==> config.mk <==
export PLATFORM = sky130hd
export DESIGN_NAME = rob_tid_alloc_flat
export DESIGN_NICKNAME = d
export VERILOG_FILES = /design/src/rtl/rob_tid_alloc_pkg.sv /design/src/rtl/rob_tid_alloc_if.sv /design/src/rtl/rob_tid_alloc_rid_table.sv /design/src/rtl/rob_tid_alloc.sv /design/src/flat_wrapper.sv
export SDC_FILE = /design/constraint.sdc
export NUM_CORES = 1
export LEC_CHECK = 0
export ABC_AREA = 1
export CORE_MARGIN = 4
export CORE_UTILIZATION = 65
export DETAILED_ROUTE_END_ITERATION = 6
export DONT_BUFFER_PORTS = 1
export PLACE_DENSITY = 0.81
export SLEW_MARGIN = 10
export SYNTH_ARGS = -nofsm -noshare
export SYNTH_HDL_FRONTEND = slang
export SYNTH_SLANG_ARGS = --single-unit
==> constraint.sdc <==
create_clock -name clk -period 5.35 [get_ports clk]
set_input_delay 0.535 -clock clk [delete_from_list [all_inputs] [get_ports clk]]
set_output_delay 0.535 -clock clk [all_outputs]
set_load 0.1 [all_outputs]
==> src/rtl/rob_tid_alloc_pkg.sv <==
// Shared widths and FSM state type for the reorder-buffer transaction-ID allocator.
package rob_tid_alloc_pkg;

  localparam int AXI_ID_WIDTH   = 4;
  localparam int AXI_ADDR_WIDTH = 32;
  localparam int DEF_TID_WIDTH  = 3;
  localparam int FIFO_SIZE      = 4;

  typedef enum logic {
    S_IDLE  = 1'b0,
    S_ISSUE = 1'b1
  } state_t;

endpackage

==> src/rtl/rob_tid_alloc_if.sv <==
// Bundle of the AR intake, tag-compare request, retire and status signals of rob_tid_alloc.
interface rob_tid_alloc_if
  import rob_tid_alloc_pkg::*;
#(
  parameter int ID_WIDTH   = AXI_ID_WIDTH,
  parameter int ADDR_WIDTH = AXI_ADDR_WIDTH,
  parameter int TID_WIDTH  = DEF_TID_WIDTH
);

  logic                  ar_valid_i;
  logic                  ar_ready_o;
  logic [ID_WIDTH-1:0]   ar_id_i;
  logic [ADDR_WIDTH-1:0] ar_addr_i;

  logic                  req_valid_o;
  logic                  req_ready_i;
  logic [TID_WIDTH-1:0]  req_tid_o;
  logic [ADDR_WIDTH-1:0] req_addr_o;

  logic                  retire_i;
  logic [TID_WIDTH-1:0]  retire_tid_i;
  logic [ID_WIDTH-1:0]   retire_rid_o;

  logic [TID_WIDTH:0]    outstanding_o;
  logic                  idle_o;
  logic                  err_o;

  modport slave (
    input  ar_valid_i, ar_id_i, ar_addr_i, req_ready_i, retire_i, retire_tid_i,
    output ar_ready_o, req_valid_o, req_tid_o, req_addr_o, retire_rid_o,
           outstanding_o, idle_o, err_o
  );

  modport master (
    output ar_valid_i, ar_id_i, ar_addr_i, req_ready_i, retire_i, retire_tid_i,
    input  ar_ready_o, req_valid_o, req_tid_o, req_addr_o, retire_rid_o,
           outstanding_o, idle_o, err_o
  );

endinterface

==> src/rtl/rob_tid_alloc_rid_table.sv <==
// tID-indexed table of AXI read IDs: one synchronous write port, one asynchronous read port.
module rob_rid_table #(
  parameter int TID_WIDTH = 3,
  parameter int ID_WIDTH  = 4
) (
  input  logic                 clk,
  input  logic                 we,
  input  logic [TID_WIDTH-1:0] waddr,
  input  logic [ID_WIDTH-1:0]  wdata,
  input  logic [TID_WIDTH-1:0] raddr,
  output logic [ID_WIDTH-1:0]  rdata
);

  logic [ID_WIDTH-1:0] mem [2**TID_WIDTH];

  // Contents survive reset; a stale entry is only read after it has been rewritten.
  always_ff @(posedge clk) begin
    if (we) mem[waddr] <= wdata;
  end

  assign rdata = mem[raddr];

endmodule

==> src/rtl/rob_tid_alloc.sv <==
// Assigns rolling transaction IDs to AXI read requests and tracks them until the reorder buffer retires them.
module rob_tid_alloc
  import rob_tid_alloc_pkg::*;
#(
  parameter int ID_WIDTH        = AXI_ID_WIDTH,
  parameter int ADDR_WIDTH      = AXI_ADDR_WIDTH,
  parameter int TID_WIDTH       = DEF_TID_WIDTH,
  parameter int MAX_OUTSTANDING = FIFO_SIZE
) (
  input logic            clk,
  input logic            rst_n,
  rob_tid_alloc_if.slave bus
);

  localparam logic [TID_WIDTH:0]   MAX_CNT = (TID_WIDTH+1)'(MAX_OUTSTANDING);
  localparam logic [TID_WIDTH:0]   CNT_ONE = (TID_WIDTH+1)'(1);
  localparam logic [TID_WIDTH-1:0] TID_ONE = TID_WIDTH'(1);

  state_t                state_q;
  state_t                state_d;
  logic [TID_WIDTH-1:0]  alloc_tid;
  logic [TID_WIDTH-1:0]  retire_ptr;
  logic [TID_WIDTH-1:0]  req_tid;
  logic [ADDR_WIDTH-1:0] req_addr;
  logic [TID_WIDTH:0]    outstanding;
  logic                  err;
  logic                  ar_ready;
  logic                  accept;
  logic                  retire_ok;
  logic                  retire_underflow;
  logic                  retire_mismatch;

  // Held low while rst_n is asserted so nothing is accepted before the state is known.
  assign ar_ready         = rst_n && (state_q == S_IDLE) && (outstanding < MAX_CNT);
  assign accept           = bus.ar_valid_i && ar_ready;
  assign retire_ok        = bus.retire_i && (outstanding != '0);
  assign retire_underflow = bus.retire_i && (outstanding == '0);
  assign retire_mismatch  = retire_ok && (bus.retire_tid_i != retire_ptr);

  always_ff @(posedge clk) begin
    if (!rst_n) state_q <= S_IDLE;
    else        state_q <= state_d;
  end

  always_comb begin
    state_d = state_q;
    case (state_q)
      S_IDLE:  if (accept)          state_d = S_ISSUE;
      S_ISSUE: if (bus.req_ready_i) state_d = S_IDLE;
      default:                      state_d = S_IDLE;
    endcase
  end

  // A mismatched retire still advances the pointer so later retires are judged against the expected order.
  always_ff @(posedge clk) begin
    if (!rst_n) begin
      alloc_tid   <= TID_ONE;
      retire_ptr  <= TID_ONE;
      outstanding <= '0;
      err         <= 1'b0;
      req_tid     <= '0;
      req_addr    <= '0;
    end else begin
      if (accept) begin
        req_tid   <= alloc_tid;
        req_addr  <= bus.ar_addr_i;
        alloc_tid <= alloc_tid + TID_ONE;
      end
      if (retire_ok) retire_ptr <= retire_ptr + TID_ONE;
      case ({accept, retire_ok})
        2'b10:   outstanding <= outstanding + CNT_ONE;
        2'b01:   outstanding <= outstanding - CNT_ONE;
        default: outstanding <= outstanding;
      endcase
      if (retire_underflow || retire_mismatch) err <= 1'b1;
    end
  end

  rob_rid_table #(
    .TID_WIDTH(TID_WIDTH),
    .ID_WIDTH (ID_WIDTH)
  ) u_rid_table (
    .clk  (clk),
    .we   (accept),
    .waddr(alloc_tid),
    .wdata(bus.ar_id_i),
    .raddr(bus.retire_tid_i),
    .rdata(bus.retire_rid_o)
  );

  assign bus.ar_ready_o    = ar_ready;
  assign bus.req_valid_o   = (state_q == S_ISSUE);
  assign bus.req_tid_o     = req_tid;
  assign bus.req_addr_o    = req_addr;
  assign bus.outstanding_o = outstanding;
  assign bus.idle_o        = (outstanding == '0) && (state_q == S_IDLE);
  assign bus.err_o         = err;

endmodule

==> src/flat_wrapper.sv <==
// flat-port wrapper written by rule: the top's interface ports become plain ports
module rob_tid_alloc_flat import rob_tid_alloc_pkg::*;
#(
  parameter int ID_WIDTH        = AXI_ID_WIDTH,
  parameter int ADDR_WIDTH      = AXI_ADDR_WIDTH,
  parameter int TID_WIDTH       = DEF_TID_WIDTH,
  parameter int MAX_OUTSTANDING = FIFO_SIZE
)
  (clk, rst_n, bus_ar_valid_i, bus_ar_id_i, bus_ar_addr_i, bus_req_ready_i, bus_retire_i, bus_retire_tid_i, bus_ar_ready_o, bus_req_valid_o, bus_req_tid_o, bus_req_addr_o, bus_retire_rid_o, bus_outstanding_o, bus_idle_o, bus_err_o);
  rob_tid_alloc_if #(.ID_WIDTH(ID_WIDTH), .ADDR_WIDTH(ADDR_WIDTH), .TID_WIDTH(TID_WIDTH)) bus_i ();
  input logic clk;
  input logic rst_n;
  input wire logic [$bits(bus_i.ar_valid_i)-1:0] bus_ar_valid_i;
  input wire logic [$bits(bus_i.ar_id_i)-1:0] bus_ar_id_i;
  input wire logic [$bits(bus_i.ar_addr_i)-1:0] bus_ar_addr_i;
  input wire logic [$bits(bus_i.req_ready_i)-1:0] bus_req_ready_i;
  input wire logic [$bits(bus_i.retire_i)-1:0] bus_retire_i;
  input wire logic [$bits(bus_i.retire_tid_i)-1:0] bus_retire_tid_i;
  output wire logic [$bits(bus_i.ar_ready_o)-1:0] bus_ar_ready_o;
  output wire logic [$bits(bus_i.req_valid_o)-1:0] bus_req_valid_o;
  output wire logic [$bits(bus_i.req_tid_o)-1:0] bus_req_tid_o;
  output wire logic [$bits(bus_i.req_addr_o)-1:0] bus_req_addr_o;
  output wire logic [$bits(bus_i.retire_rid_o)-1:0] bus_retire_rid_o;
  output wire logic [$bits(bus_i.outstanding_o)-1:0] bus_outstanding_o;
  output wire logic [$bits(bus_i.idle_o)-1:0] bus_idle_o;
  output wire logic [$bits(bus_i.err_o)-1:0] bus_err_o;
  assign bus_i.ar_valid_i = bus_ar_valid_i;
  assign bus_i.ar_id_i = bus_ar_id_i;
  assign bus_i.ar_addr_i = bus_ar_addr_i;
  assign bus_i.req_ready_i = bus_req_ready_i;
  assign bus_i.retire_i = bus_retire_i;
  assign bus_i.retire_tid_i = bus_retire_tid_i;
  assign bus_ar_ready_o = bus_i.ar_ready_o;
  assign bus_req_valid_o = bus_i.req_valid_o;
  assign bus_req_tid_o = bus_i.req_tid_o;
  assign bus_req_addr_o = bus_i.req_addr_o;
  assign bus_retire_rid_o = bus_i.retire_rid_o;
  assign bus_outstanding_o = bus_i.outstanding_o;
  assign bus_idle_o = bus_i.idle_o;
  assign bus_err_o = bus_i.err_o;
  rob_tid_alloc #(.ID_WIDTH(ID_WIDTH), .ADDR_WIDTH(ADDR_WIDTH), .TID_WIDTH(TID_WIDTH), .MAX_OUTSTANDING(MAX_OUTSTANDING)) u_core (.clk(clk), .rst_n(rst_n), .bus(bus_i));
endmodule
==> results.toml <==
[sta]
relSlewSlack = 0.241
tns_ns = 0
finClkSkew_ns = 0.0119
drv_slew = 0
hold_slack_ns = 0.277
report.final.setup_viol = 0
period_needed_ns = 3.19
tightest_slew_ns = 1.14
period_share = 0.597
clock.fmax_mhz = 313
hold_violations = 0
rsz0062_at_grt = "false"

[grt]
grtUsageTotal = 0.221
antenna_found_initial = 0
grt-ovfl-total = 0
grt_start_max_net_pins = 44
first_global_vias = 2126
grt_first_pass_wirelength_mm = 10.4

[synthesis]
ys_ff_latch = 79
yosysTopAreaCell = "edfxtp_1"
syn_avg_cell_area_sq_um = 9.17
yosysTopAreaCellShare = 0.303
syn_nets = 395
ys_seq_area_frac = 0.600
synthTopCellsByArea = "edfxtp_1 (30%), dfxtp_1 (30%), nand2_1 (11%)"
synth.cell_area_sq_um = 3170
yosys_warnings = 0
synth_cells = 346
synth_cell_types = 25

[die]
rows = 25
die_w_um = 77.9
die_area_sq_um = 6060
core_area_sq_um = 4720
die_h_um = 77.9
pin_count = 91
start_util = 0.672

[clocking]
cts_tree = "done"
cts_buffers = 9
postCtsSetupBuffers = 0
cts.sinks = 79
cts_root_buffer = "clkbuf_8"
insertion_delay_ns = 0.35
path_clk_slew_ns = 0.08
clockBufferDepth = 2
ctsHoldBuffers = 0
htreeDepth = 3
post_cts_resized = 0

[placement]
place_area_sq_um = 3180
gp_congestion = 0.749
dpl.hpwl_mm = 4.55
io_buffers = 0

[route]
firstDrtPassIters = 4
antenna_left = 0
wl_per_cell_um = 15.6
wirelength_mm = 6.44
via_per_inst = 5.38
num_vias = 2220
drc_errors = 0
drt-initial-drc-count = 119

[cells_and_area]
layout_commonest_cell = "nand2_1"
multi_input_area_sq_um = 1080
postLayoutCellArea_sq_um = 3400
drive_gt1_frac = 0.0665
final_cell_mix = "nand2_1 (94), dfxtp_1 (47), a21oi_1 (42)"
diodes = 0
nets = 390
syn_to_final_growth_pct = 7.30
fill_cells = 347
regArea_sq_um = 1900

[power]
ir_worst_vdd_mv = 0.322
leakagePower_nw = 1.25
powerDensity_nw_per_um2 = 552

[setup_path]
r2r_end = "u_core.u_rid_table.mem[7][1]"
path_max_fanout = 43
reg2reg_from = "u_core.bus.outstanding_o[3]"
reg2reg_slack_ns = 2.16
crit_type = "register to register"
cp_top_family = "simple AND/OR/NAND/NOR gates"
crit_arrival_ns = 3.17
path_cells = "nor2_2 > nand3_2 > clkinv_4 > nand2_1 > nor3_1"
path_buf_inv = 1
crit_path_start_kind = "register"
cp.required_ns = 5.33
crit_path_max_incr_delay_ns = 0.70
rr_worst_depth = 5
end_kind = "register"
critPathSlowestCell = "dfxtp_1"

[hold_path]
min_to = "u_core.u_rid_table.mem[3][1]"
worstHoldPathType = "input port to register"
worstHoldPathCells = 0
worstHoldStart = "bus_ar_id_i[1]"

[run]
max_cap_violations = 0

[status]
status = "finished, final reports clean"
-- report_power, final --
group	total (mW)	leakage, nW	switching, mW	internal [mW]
logic	0.342	0.479	0.238	0.104
registers	1.06	0.672	0.373	0.687
clock network	0.477	0.103	0.212	0.265
-- worst max path at each step --
| stage | slack (ns) | to | start | depth (start not counted) |
|---|---|---|---|---|
| after floorplan | 1.09 | bus_ar_ready_o | u_core.bus.outstanding_o[3] | 1 |
| after global placement | 2.23 | u_core.u_rid_table.mem[1][1] | u_core.bus.outstanding_o[2] | 5 |
| after detailed placement | 2.14 | u_core.u_rid_table.mem[5][1] | u_core.bus.outstanding_o[3] | 5 |
| after CTS | 2.15 | u_core.u_rid_table.mem[5][3] | u_core.bus.outstanding_o[3] | 5 |
| after global routing | 1.86 | u_core.u_rid_table.mem[7][3] | u_core.bus.outstanding_o[3] | 5 |
| final | 2.16 | u_core.u_rid_table.mem[7][1] | u_core.bus.outstanding_o[3] | 5 |
-- per-layer routing --
| metal | global-route usage | wire (um) | vias to the layer above |
|---|---|---|---|
| met4 | 0.0747 | 75 | 0 |
| met5 | 0 | 0 | - |
| met1 | 0.269 | 2620 | 996 |
| met2 | 0.351 | 3140 | 82 |
| li1 | - | - | 1136 |
| met3 | 0.0974 | 598 | 6 |
-- synth_stat cells (all sizes together) --
library cell  number
edfxtp            32
ha                 5
nor2              29
buf               12
or2                1
clkbuf             5
dfxtp             47
xnor2              4
nor3               7
clkinv             1
nand3              9
inv               21
o22ai              4
o21ai             27
nand2             94
a21oi             42
mux2i              4
nor4               1
and3               1
-- layout make-up --
type                            count  share of cell area
Timing Repair Buffer                1             0.00735
Inverter                           22              0.0257
Sequential cell                    79               0.559
Clock buffer                       10              0.0375
Multi-Input combinational cell    228               0.319
Clock inverter                      6              0.0272
Tap cell                           67              0.0246
-- kinds of logic after synthesis --
| logic type | synth area share |
|---|---|
| XOR/XNOR | 0.0110 |
| multiplexers | 0.0126 |
| adder cells (fa/ha/maj) | 0.0197 |
| flip-flops | 0.600 |
| AO/OA/AOI/OAI | 0.117 |
| buffers and inverters | 0.0611 |
| AND/OR/NAND/NOR | 0.179 |
-- sequential cells by signal, summed over array words and instances, names as in the netlist --
name / count
u_core.bus.req_tid_o: 3
u_core.bus.req_valid_o: 1
u_core.bus.err_o: 1
u_core.bus.req_addr_o: 32
u_core.retire_ptr: 3
u_core.bus.outstanding_o: 4
u_core.alloc_tid: 3
u_core.u_rid_table.mem: 32
-- metrics by stage --
step | setup slack [ns] | power, mW | instances | util
2_1_floorplan | 1.09 | 1.35 | 346 | -
3_3_place_gp | 2.23 | 1.40 | 397 | 0.674
3_5_place_dp | 2.14 | 1.41 | 397 | 0.674
4_1_cts | 2.15 | 1.89 | 413 | 0.721
5_1_grt | 1.86 | 1.96 | 413 | 0.721
6_report | 2.16 | 1.88 | 413 | 0.721
Note: power is estimated with default switching activity, not from simulation.
==> RTL change 1, RTL diff (config.mk and constraints unchanged) <==
Set the package constant `DEF_TID_WIDTH` to 6 (it was 3).
--- a/src/rtl/rob_tid_alloc_pkg.sv
+++ b/src/rtl/rob_tid_alloc_pkg.sv
@@ -5,3 +5,3 @@
   localparam int AXI_ADDR_WIDTH = 32;
-  localparam int DEF_TID_WIDTH  = 3;
+  localparam int DEF_TID_WIDTH  = 6;
   localparam int FIFO_SIZE      = 4;
Ports: changed (resized bus_outstanding_o, bus_req_tid_o and bus_retire_tid_i); port bits go from 91 to 100. The function was not compared with the original's and may differ.
==> RTL change 1 against the original RTL <==
Clock skew is 4.7 ps lower. Synthesized area grew to 4.2 times the old value. Combinational power grew to 2.9 times the old value. Wire length rose to 4.7 times the old value. Register-to-register slack worse by 130 ps. Total power grew to 3.3 times the old value. Worst setup slack lost 210 ps. Sequential cell count increased by 236. Design area grew to 4.2 times the old value. Cell count grew to 3.8 times the old value. Largest power group unchanged. Highest routed layer unchanged.
==> RTL change 1: results (changes against the original RTL) <==
| Metric | Value |
|---|---|
| Outcome | `finished, final reports clean` |
| Cells after DPL | `1,516 (+280%)` |
| Flip-flop count of the largest register after layout | `256` |
| Worst Path Arrival | `2870 ps (-300 ps)` |
| Most flop-heavy register | `u_core.u_rid_table.mem` |
| Vias per inst | `6.04 (+12%)` |
| Crit. Startpoint | `bus_retire_tid_i[0]` |
| Worst R2R Path Depth | `13 (+8)` |
| Synth area leaders | `edfxtp_1 58%, nand2_1 13%, nand3_1 9.2%` |
| Nets | `1,336 (+240%)` |
| Cell Area, Placed | `13,300 sq um (+320%)` |
| EDFF count, synth | `256 (+700%)` |
| First-pass GRT wire length | `47.8 mm (+360%)` |
| Crit-path max cell delay | `740 ps (+40 ps)` |
| Worst min-delay path class | `input port to register` |
| Worst-Skew Late Latency | `550 ps (+200 ps)` |
| Vias in the first global route | `9,277 (+340%)` |
| Mapped Avg Cell Area | `10.1 sq um (+9.8%)` |
| Antenna violations before repair | `0 (unchanged)` |
| Peak supply drop | `0.526 mV (+64%)` |
| Synth Area in Compound Gates | `2.92% (-8.8 points)` |
| Worst reg2reg startpoint | `u_core.bus.req_valid_o` |
| GR Util All Layers | `27.1% (+5.0 points)` |
| CTS Buffer Depth | `3 (+1)` |
| Placement Setup Slack | `2070 ps (-72.2 ps)` |
| Iter 0 DRT Violations | `973 (+720%)` |
| Clk pin slew, worst setup/hold paths | `60 ps (-20 ps)` |
| CTS Buf Count | `31 (+22)` |
| GPL Wtd Cong | `0.891 (+19%)` |
| Seq/Total Area, Yosys | `67.2% (+7.2 points)` |
| Top cells by count, synth | `445 x nand2_1, 256 x edfxtp_1, 242 x nand3_1, 89 x nor2_1, 59 x dfxtp_1` |
| Final Skew | `7.20 ps (-4.74 ps)` |
| Crit-path slowest cell | `nand2_1` |
| R2R Setup Slk | `2030 ps (-130 ps)` |
| Adder-Cell Fraction of Synth Area | `0.474% (-1.5 points)` |
| Area leader, netlist | `edfxtp_1` |
| Fin cells | `1,573 (+280%)` |
| Final HPWL DP | `17.6 mm (+290%)` |
| Synth async-reset ratio | `0% (unchanged)` |
| Clk root buf | `clkbuf_16` |
| Xor/xnor cell area share of the yosys netlist | `0.464% (-0.64 points)` |
| Setup bufs post-CTS | `0 (unchanged)` |
| Routed WL | `30.5 mm (+370%)` |
| CTS resizes | `0 (unchanged)` |
| Worst Path Max Fanout | `130 (+200%)` |
| Post-synth cell types | `29 (+16%)` |
| Number of synthesis warnings | `0 (unchanged)` |
| Slew @ Worst Pin | `1230 ps (+92.9 ps)` |
| Largest net degree at the start of global routing | `131 (+200%)` |
| Layout cells sized above 1 | `4.90% (-1.8 points)` |
| Post-synth top area share | `58.2% (+28 points)` |
| Mux cell area share after synthesis | `0% (-1.3 points)` |
| DR pass1 iterations | `5 (+1)` |
| Static Leak | `5.23 nW (+320%)` |
| Reg2Reg Capture Point | `u_core.bus.outstanding_o[4]` |
| Final min period | `3410 ps (+211 ps)` |
| Crit path to | `bus_retire_rid_o[0]` |
| Max H-tree Level | `1 (-2)` |
| Syn nets | `1,363 (+250%)` |
[RTL change 1: cell count changes in the layout (fill, tap and decap cells not counted), sizes merged, moves of 4 or more]
cell    delta
nand3    +234
inv       +23
nand2    +351
buf        +8
xor2       +4
mux2i      -4
clkbuf    +29
clkinv    +13
dfxtp     +12
edfxtp   +224
o21ai      -9
nor2      +63
a21oi     +10
[RTL change 1: per-layer routing]
metal / track usage (%) / up-vias / part of all wire [%]
met5: 0 / - / 0
met4: 8.83 / 0 / 3.0
met3: 6.23 / 75 / 11
met2: 44.4 / 525 / 48
met1: 36.2 / 4495 / 39
li1: - / 4402 / -
[RTL change 1: power by group]
group	switching [mW]	internal, mW
combinational	0.728	0.253
clock	0.882	1.25
sequential	0.325	2.72
total	1.94	4.23
[RTL change 1: cell families (layout without fill, tap and decap cells)]
family,count (synthesis),in the layout
AND/OR/NAND/NOR,792,792
XOR/XNOR,7,7
buffers and inverters,117,113
AO/OA/AOI/OAI,75,75
other,0,1
adder cells (fa/ha/maj),5,5
flip-flops,315,315
[RTL change 1: layout make-up]
type                            count  area [sq um]
Clock inverter                     17           185
Timing Repair Buffer                9          97.6
Inverter                           48           181
Tap cell                          265           332
Multi-Input combinational cell    879          3840
Antenna cell                        1          2.50
Fill cell                        1362          5400
Sequential cell                   315          8870
Clock buffer                       39           806
[RTL change 1: critical path, delay by kind of cell]
family / cells / cell delay (ps)
and+or+nand+nor: 8 / 1520
buffers and inverters: 2 / 590
[RTL change 1: worst min-delay path by stage]
stage | from | end | cells past startpoint
6_report | rst_n | u_core.retire_ptr[0] | 1
2_1_floorplan | u_core.retire_ptr[4] | u_core.retire_ptr[4] | 2
3_3_place_gp | u_core.retire_ptr[5] | u_core.retire_ptr[5] | 2
5_1_grt | rst_n | u_core.retire_ptr[0] | 1
3_5_place_dp | u_core.retire_ptr[4] | u_core.retire_ptr[4] | 2
4_1_cts | rst_n | u_core.retire_ptr[0] | 1
[RTL change 1: stage by stage]
stage	hold slack (ps)	util, %
after floorplan	472	-
after global placement	496	67.6
after detailed placement	504	67.6
after CTS	59.4	72.6
after global routing	57.5	72.6
final	77.2	72.6
==> RTL change 2, RTL diff (same settings) <==
Without the edit above. Make the reset (`rst_n`) asynchronous in 2 clocked blocks.
--- a/src/rtl/rob_tid_alloc.sv
+++ b/src/rtl/rob_tid_alloc.sv
@@ -39,3 +39,3 @@
 
-  always_ff @(posedge clk) begin
+  always_ff @(posedge clk or negedge rst_n) begin
     if (!rst_n) state_q <= S_IDLE;
@@ -54,3 +54,3 @@
   // A mismatched retire still advances the pointer so later retires are judged against the expected order.
-  always_ff @(posedge clk) begin
+  always_ff @(posedge clk or negedge rst_n) begin
     if (!rst_n) begin
Behaviour: differs if rst_n is asserted again (counterexample within 4 cycles, from zero or initial values and one cycle with rst_n low); with rst_n held inactive, the same outputs for 10 cycles.
==> RTL change 2 against the original RTL <==
Wire length is 2.6% lower. Worst setup slack got worse by 160 ps. Synthesized area increased by 3.9%. Sequential share of layout area rose by 4.4 points. Critical endpoint is now u_core.u_rid_table.mem[1][0]. Sequential cell count unchanged. Highest routed layer unchanged. Critical path type unchanged. Design area rose by 4.4%.
Power is left out: the tool's default activity adds up to more than one toggle a clock period on the data nets, which glitch-free logic cannot reach.
==> RTL change 2: results (changes against the original RTL) <==
| Metric | Value |
|---|---|
| Post-synth top area share | `34.2% (+3.9 points)` |
| Seq/Total Area, Yosys | `64.9% (+4.9 points)` |
| Synth area leaders | `dfrtp_1 34%, edfxtp_1 29%, nand2_1 16%` |
| Largest net degree at the start of global routing | `46 (+4.5%)` |
| Worst Path Arrival | `3340 ps (+170 ps)` |
| Vias in the first global route | `2,186 (+2.8%)` |
| Worst min-delay path class | `input port to async pin` |
| Antenna diode count | `0 (unchanged)` |
| First-pass GRT wire length | `10.7 mm (+3.2%)` |
| Slew @ Worst Pin | `1070 ps (-65.4 ps)` |
| CTS Buffer Depth | `2 (unchanged)` |
| Final HPWL DP | `4.15 mm (-8.7%)` |
| Nets | `383 (-1.8%)` |
| Post-synth cell types | `24 (-4.0%)` |
| Outcome | `finished, final reports clean` |
| Port Buffers | `0 (unchanged)` |
| Synth async-reset ratio | `59.5% (+59 points)` |
| Worst Path Max Fanout | `42 (-2.3%)` |
| Layout cells sized above 1 | `7.08% (+0.43 points)` |
| Cell Area, Placed | `3310 sq um (+4.0%)` |
| Final Skew | `8.71 ps (-3.23 ps)` |
| Vias per inst | `5.45 (+1.4%)` |
| Crit-path max cell delay | `800 ps (+100 ps)` |
| GR Util All Layers | `22.6% (+0.43 points)` |
| Filler cells | `363 (+4.6%)` |
| GPL Wtd Cong | `0.794 (+5.9%)` |
| Clk root buf | `clkbuf_8` |
| Crit-path slowest cell | `dfrtp_1` |
| Top cells by count, synth | `140 x nand2_1, 45 x dfrtp_1, 35 x nor2_1, 32 x edfxtp_1, 29 x o21ai_0` |
| Iter 0 DRT Violations | `240 (+100%)` |
| Routed WL | `6.27 mm (-2.6%)` |
RTL change 2: changes by cell type after synthesis, sizes merged, moves of 5 or more:
cell and delta:
inv -9, nand2 +46, dfxtp -47, nor3 -5, a21oi -41, dfrtp +45, nor2 +8, nand3 -6
RTL change 2: worst paths after layout:
path                                                endpoint                         from  slack [ps]  cells past startpoint
worst min-delay path             u_core.bus.outstanding_o[2]                        rst_n          20                      1
worst max register to register  u_core.u_rid_table.mem[1][0]  u_core.bus.outstanding_o[2]        1990                      5
worst max-delay path            u_core.u_rid_table.mem[1][0]  u_core.bus.outstanding_o[2]        1990                      5
worst min register to register          u_core.retire_ptr[2]         u_core.retire_ptr[2]         500                      1
min in group clk                u_core.u_rid_table.mem[0][1]               bus_ar_id_i[1]         280                      0
max in group asynchronous               u_core.retire_ptr[0]                        rst_n        4760                      1
RTL change 2: metal layers:
layer  vias up  GRT usage (%)  wire (microns)
li1       1066              -               -
met1      1044           31.3            2620
met2        92           32.5            2990
met3        11           8.62             563
met4         0           8.59              95
met5         -              0               0
RTL change 2: kinds of logic (layout without fill, tap and decap cells):
group / count (synthesis) / in the layout / share of synthesized area (%)
AND/OR/NAND/NOR: 185 / 185 / 22.4
buffers and inverters: 25 / 30 / 3.64
adder cells (fa/ha/maj): 5 / 5 / 1.90
flip-flops: 79 / 79 / 64.9
AO/OA/AOI/OAI: 31 / 31 / 4.78
XOR/XNOR: 9 / 9 / 2.39
RTL change 2: metrics by stage:
stage / cells / util, % / setup slack, ps / hold WS [ps]
2_1_floorplan: 334 / - / 2400 / 239
3_3_place_gp: 388 / 68.7 / 2080 / 241
3_5_place_dp: 388 / 68.7 / 1990 / 241
4_1_cts: 405 / 73.5 / 1940 / 11.8
5_1_grt: 406 / 73.7 / 1620 / 7.02
6_report: 406 / 73.7 / 1990 / 24.9
RTL change 2: repair_timing:
| action | 4_1_cts | 5_1_grt |
|---|---|---|
| gates resized for setup | 0 | 0 |
| hold buffers | 1 | 1 |
| endpoints found under the hold margin | 45 | 1 |
RTL change 2: area by class of cell:
cell class	instances	area share (%)
clock inverters	5	2.04
repair buffers	2	1.06
clock buffers	11	3.70
multi-input cells	230	29.3
inverters	12	1.27
well taps	67	2.36
flip-flops and latches	79	60.2
RTL change 2: worst max-delay path: cells and delay by family, from the launching register on:
kind | cells | cell delay, ps
buffers and inverters | 1 | 660
DFF | 1 | 800
and+or+nand+nor | 4 | 1520
